==> config.mk <==
export PLATFORM = sky130hd
export DESIGN_NAME = ex_mem_elastic_reg
export DESIGN_NICKNAME = d
export VERILOG_FILES = /design/src/rtl/ex_mem_elastic_reg.sv
export SDC_FILE = /design/constraint.sdc
export NUM_CORES = 1
export LEC_CHECK = 0
export BUFFER_PORTS_ARGS = -buffer_cell sky130_fd_sc_hd__buf_4
export CORE_MARGIN = 1
export CORE_UTILIZATION = 55
export CTS_BUF_LIST = sky130_fd_sc_hd__clkbuf_2
export CTS_CLUSTER_SIZE = 30
export DETAILED_ROUTE_END_ITERATION = 8
export GPL_ROUTABILITY_DRIVEN = 0
export PLACE_DENSITY = 0.81
export SETUP_SLACK_MARGIN = 0.5
export SLEW_MARGIN = 20
export SYNTH_ARGS = -nofsm -noshare
export SYNTH_HDL_FRONTEND = slang
export SYNTH_SLANG_ARGS = --single-unit
==> constraint.sdc <==
create_clock -name clk -period 13.31 [get_ports clk]
set_input_delay 1.9965 -clock clk [delete_from_list [all_inputs] [get_ports clk]]
set_output_delay 1.9965 -clock clk [all_outputs]
set_load 0.02 [all_outputs]
==> src/rtl/ex_mem_elastic_reg.sv <==
// ex_mem_elastic_reg
//   EX/MEM pipeline stage with a valid/ready handshake. It holds up to two
//   instructions: a main output register that feeds MEM and one skid entry.
//   in_ready is a flop output, so a MEM stall never creates a combinational
//   path back into EX. Flush turns every held entry into a bubble. A
//   saturating counter records how many cycles MEM held off a valid entry.
//
// Ports
//   clk, rst            rising-edge clock, asynchronous active-high reset
//   flush               kill held and incoming entries this cycle
//   in_valid/in_ready   upstream handshake (in_ready == !skid_valid)
//   *_ex                instruction fields presented by EX
//   out_valid/out_ready downstream handshake
//   *_mem               main register contents; these are bubbles while out_valid=0
//   bp_cycles           saturating count of cycles with out_valid && !out_ready

module ex_mem_elastic_reg #(
  parameter int XLEN  = 32,
  parameter int RD_W  = 5,
  parameter int CNT_W = 16
) (
  input  logic             clk,
  input  logic             rst,
  input  logic             flush,
  input  logic             in_valid,
  output logic             in_ready,
  input  logic [XLEN-1:0]  alu_result_ex,
  input  logic [XLEN-1:0]  rs2_data_ex,
  input  logic [RD_W-1:0]  rd_ex,
  input  logic             mem_write_ex,
  input  logic             mem_read_ex,
  input  logic             wb_reg_file_ex,
  input  logic             memtoreg_ex,
  input  logic [2:0]       mem_load_type_ex,
  input  logic [1:0]       mem_store_type_ex,
  output logic             out_valid,
  input  logic             out_ready,
  output logic [XLEN-1:0]  alu_result_mem,
  output logic [XLEN-1:0]  rs2_data_mem,
  output logic [RD_W-1:0]  rd_mem,
  output logic             mem_write_mem,
  output logic             mem_read_mem,
  output logic [2:0]       mem_load_type_mem,
  output logic [1:0]       mem_store_type_mem,
  output logic             wb_reg_file_mem,
  output logic             memtoreg_mem,
  output logic [CNT_W-1:0] bp_cycles
);

  // The encoding is {out_valid, skid_valid}, so both flags are plain flop bits.
  // 2'b01 is illegal and never reached.
  typedef enum logic [1:0] {
    EMPTY = 2'b00,
    ONE   = 2'b10,
    TWO   = 2'b11
  } state_t;

  // rd and the control bits travel together. Data words are kept separately
  // because flush leaves them untouched.
  typedef struct packed {
    logic [RD_W-1:0] rd;
    logic            mem_write;
    logic            mem_read;
    logic [2:0]      load_type;
    logic [1:0]      store_type;
    logic            wb_reg_file;
    logic            memtoreg;
  } ctrl_t;

  localparam ctrl_t BUBBLE_CTRL = '{
    rd:          '0,
    mem_write:   1'b0,
    mem_read:    1'b0,
    load_type:   3'b111,
    store_type:  2'b11,
    wb_reg_file: 1'b0,
    memtoreg:    1'b0
  };

  state_t state, state_next;

  ctrl_t in_ctrl, main_ctrl, skid_ctrl;
  logic [XLEN-1:0] main_alu, main_rs2, skid_alu, skid_rs2;

  logic up_xfer, down_xfer;
  logic load_main_in, load_main_skid, load_skid, clear_main, clear_skid;

  assign in_ctrl = '{
    rd:          rd_ex,
    mem_write:   mem_write_ex,
    mem_read:    mem_read_ex,
    load_type:   mem_load_type_ex,
    store_type:  mem_store_type_ex,
    wb_reg_file: wb_reg_file_ex,
    memtoreg:    memtoreg_ex
  };

  assign out_valid = state[1];
  assign in_ready  = ~state[0];
  assign up_xfer   = in_valid && in_ready;
  assign down_xfer = out_valid && out_ready;

  // Next-state and datapath steering. Flush overrides every handshake.
  // This drops a simultaneous input and makes a simultaneous out_ready moot.
  always_comb begin
    state_next     = state;
    load_main_in   = 1'b0;
    load_main_skid = 1'b0;
    load_skid      = 1'b0;
    clear_main     = 1'b0;
    clear_skid     = 1'b0;
    if (flush) begin
      state_next = EMPTY;
      clear_main = 1'b1;
      clear_skid = 1'b1;
    end else begin
      case (state)
        EMPTY: begin
          if (up_xfer) begin
            load_main_in = 1'b1;
            state_next   = ONE;
          end
        end
        ONE: begin
          if (up_xfer && down_xfer) begin
            load_main_in = 1'b1;
          end else if (up_xfer) begin
            load_skid  = 1'b1;
            state_next = TWO;
          end else if (down_xfer) begin
            clear_main = 1'b1;
            state_next = EMPTY;
          end
        end
        TWO: begin
          // in_ready is low here, so the only possible event is a drain.
          if (down_xfer) begin
            load_main_skid = 1'b1;
            clear_skid     = 1'b1;
            state_next     = ONE;
          end
        end
        default: begin
          clear_main = 1'b1;
          clear_skid = 1'b1;
          state_next = EMPTY;
        end
      endcase
    end
  end

  always_ff @(posedge clk or posedge rst) begin
    if (rst) begin
      state <= EMPTY;
    end else begin
      state <= state_next;
    end
  end

  // Main register. A vacated main reverts to bubble control bits, so MEM can
  // ignore out_valid for side effects. Its data word stays as it was.
  always_ff @(posedge clk or posedge rst) begin
    if (rst) begin
      main_alu  <= '0;
      main_rs2  <= '0;
      main_ctrl <= BUBBLE_CTRL;
    end else if (load_main_in) begin
      main_alu  <= alu_result_ex;
      main_rs2  <= rs2_data_ex;
      main_ctrl <= in_ctrl;
    end else if (load_main_skid) begin
      main_alu  <= skid_alu;
      main_rs2  <= skid_rs2;
      main_ctrl <= skid_ctrl;
    end else if (clear_main) begin
      main_ctrl <= BUBBLE_CTRL;
    end
  end

  // The skid entry catches the instruction accepted while MEM is stalled.
  always_ff @(posedge clk or posedge rst) begin
    if (rst) begin
      skid_alu  <= '0;
      skid_rs2  <= '0;
      skid_ctrl <= BUBBLE_CTRL;
    end else if (load_skid) begin
      skid_alu  <= alu_result_ex;
      skid_rs2  <= rs2_data_ex;
      skid_ctrl <= in_ctrl;
    end else if (clear_skid) begin
      skid_ctrl <= BUBBLE_CTRL;
    end
  end

  // Back-pressure counter. It saturates at all-ones and survives flush.
  always_ff @(posedge clk or posedge rst) begin
    if (rst) begin
      bp_cycles <= '0;
    end else if (out_valid && !out_ready && !(&bp_cycles)) begin
      bp_cycles <= bp_cycles + {{(CNT_W-1){1'b0}}, 1'b1};
    end
  end

  assign alu_result_mem     = main_alu;
  assign rs2_data_mem       = main_rs2;
  assign rd_mem             = main_ctrl.rd;
  assign mem_write_mem      = main_ctrl.mem_write;
  assign mem_read_mem       = main_ctrl.mem_read;
  assign mem_load_type_mem  = main_ctrl.load_type;
  assign mem_store_type_mem = main_ctrl.store_type;
  assign wb_reg_file_mem    = main_ctrl.wb_reg_file;
  assign memtoreg_mem       = main_ctrl.memtoreg;

endmodule

==> key figures <==
Power
  • Pleak: 4.677 nW
  • Total power: ~1.8 mW
  • Worst vdd ir: 0.1178 mV
  • PwrDens: 199.3 nW/um2

Worst setup path
  • Crit-path cells: buf_4
  • CP max-delay cell: dfrtp_1
  • CP delay by family, top: flip-flops
  • CP Max Fanout: 11
  • CP startpoint kind: flip-flop
  • Worst path max stage delay: slightly above 0.6 ns
  • Critical path type: flip-flop to output port
  • Worst EP arrival: ~1.5 ns
  • WP data required: approximately 11 ns
  • CP Buf/Inv Count: 1
  • Setup crit end kind: output port

Die
  • Initial Utilization: 0.5705
  • Die height: 119.9 um
  • Core area: 13400 um2
  • Row Count: 42
  • Die ar.: 14370 um2
  • Num ports: 179
  • Die Wd: about 120 um

Yosys
  • Syn avg cell area: 12.59 um2
  • Cell Area, Synth: about 7600 um2
  • EDFF count, synth: 0
  • Cells after Synth: 607
  • Ys Warns: 0
  • Number of synthesized register bits: 174
  • Unique cell type count in the Yosys netlist: 53
  • Asr flop ratio synth: 1.000
  • Mapped Nets: between 600 and 700
  • Register area share after synthesis: 0.5712
  • Ys flop type: dfrtp_1

GRT
  • First-pass GRT wire length: 26.34 mm
  • Vias in the first global route: 5333
  • Pin count of the biggest net entering global routing: 108
  • Total GRT Usage: 0.2349
  • Congestion Overflow GR: 0
  • Antenna violations before repair: 0

Clocking
  • CTS sink cnt: 174
  • Setup Fix Bufs, Post-CTS: 0
  • Clock latency on the worst-skew pair: 0.72 ns
  • Clock Path Buffers: 2
  • CTS Buf Count: 17
  • TritonCTS clock tree: yes
  • H-tree depth: 4
  • Worst-path clk slew: 0.21 ns
  • PostCTS Resize Cnt: 0
  • CTS root buf: clkbuf_2
  • Hold Buf Count CTS: 0

Placed design
  • PortBufs: 178
  • Placed cell count: 931
  • Detailed Place HPWL: 11.12 mm

Detailed routing
  • Total number of vias: 5383
  • Antenna-violating nets left: 0
  • DR iter-0 viols: about 320
  • # DRC: 0
  • DR vias/cell: 5.590
  • DR pass1 iterations: 5
  • Final wirelength: 16.26 mm
  • Wire per inst: approximately 17 um

Cells and area
  • Fill cells: 1003
  • Most common cell after layout, fill and taps aside: buf_4
  • Share of cells above drive strength 1: 0.3774
  • Final net count: ~860
  • N_diodes: 0
  • Reg area: approximately 4400 um2
  • Layout Cells excl Fill: 963
  • Most frequent cells in the layout: 185 x buf_4, 164 x dfrtp_1, 72 x nand2_1
  • Area of the multi-input gates: around 3000 um2
  • Layout area overhead: 20.52%

Timing
  • RSZ-0062 raised after global routing: false
  • Pins Over Slew Limit: 0
  • Final min period: 3.534 ns
  • Setup violators final: 0
  • Fmax: about 280 MHz
  • Final clock skew: 0.03608 ns
  • Setup Total Neg Slack: 0 ns
  • Worst-Margin Slew: 0.9288 ns
  • Fin crit share: 0.2655
  • Slew HR: 0.3808
  • Hold Fails Final Rpt: 0

Run
  • Max_cap viols: 0

Outcome
  • Status: finished clean

Hold path
  • Hold Crit Class: flip-flop to flip-flop
==> cell usage after synthesis (all sizes together), types with 2 or more instances <==
master / instances / area share
a221o: 9 / 0.012
and4: 2 / 0.0023
clkbuf: 8 / 0.0041
dfrtp: 164 / 0.54
mux2: 67 / 0.099
or3: 2 / 0.0016
nor4: 6 / 0.0077
o21ai: 65 / 0.043
nand2b: 3 / 0.0028
nor3: 8 / 0.0082
nand3: 9 / 0.0059
a21oi: 2 / 0.0013
and3: 2 / 0.0016
buf: 29 / 0.030
nand2: 72 / 0.035
o32ai: 5 / 0.0057
nand4: 4 / 0.0052
ha: 5 / 0.0082
xor2: 12 / 0.014
nor2: 13 / 0.0067
a22o: 9 / 0.010
mux2i: 65 / 0.085
or2: 2 / 0.0016
o22a: 5 / 0.0057
nor2b: 2 / 0.0016
nor3b: 10 / 0.0098
dfstp: 10 / 0.034
xnor2: 2 / 0.0023
inv: 4 / 0.0020
==> flip-flops by register name (all words and copies together), names as in the netlist, 3 cells and up <==
name / flops
skid_alu: 32
skid_rs2: 32
bp_cycles: 16
skid_ctrl: 14
mem_load_type_mem: 3
alu_result_mem: 32
rd_mem: 5
rs2_data_mem: 32
==> final timing paths <==
kind	startpoint	end	slack, ns	cells past startpoint
setup / recovery	state[1]	out_valid	9.78	1
hold / removal	skid_alu[0]	skid_alu[0]	0.52	1
setup reg to reg	state[1]	wb_reg_file_mem	10.74	7
hold reg to reg	skid_alu[0]	skid_alu[0]	0.52	1
max in group asynchronous	rst	skid_alu[27]	10.38	3
min in group asynchronous	rst	skid_rs2[1]	1.44	2
==> routing by layer <==
layer	up-vias	track usage	part of all wire	routed length (um)
met1	2672	0.3046	0.42	6799
met2	183	0.3678	0.48	7872
met5	-	0	0	0
met4	0	0.08047	0.018	292
li1	2503	-	-	-
met3	25	0.08222	0.080	1296
==> report_power, final <==
group | internal, mW | total (mW) | leakage [nW] | switching [mW]
Sequential | 0.746 | 0.875 | 2.16 | 0.130
Clock | 0.0838 | 0.253 | 0.147 | 0.169
Combinational | 0.335 | 0.708 | 2.37 | 0.373
Total | 1.16 | 1.84 | 4.68 | 0.672
==> final cells by class <==
type / count / area share
multi-input combinational: 392 / 0.3260
clock inverter: 14 / 0.01344
inverter: 4 / 0.002173
clock buffer: 18 / 0.009777
tap: 176 / 0.02390
timing repair buffer: 185 / 0.1507
sequential: 174 / 0.4739
==> cell families after synthesis <==
kind of cell | synth area share
xor gates and xnor gates | 0.01604
and+or+nand+nor | 0.09574
muxes | 0.1843
buffers and inverters | 0.03584
AOI/OAI and AO/OA | 0.08871
DFF | 0.5712
adders and majority gates | 0.008183
==> metrics by stage <==
step                hold WS (ns)  instance area, um2    util  worst slack, ns
finish                    0.5171                9214  0.6876            9.776
global route              0.5425                9214  0.6876            9.631
CTS                       0.5198                9214  0.6876            9.692
detailed placement        0.4768                9000  0.6716            9.563
global placement          0.4661                9000  0.6716            9.646
floorplan                 0.4574                7645       -            6.613
Power figures use the tool's default switching activity.
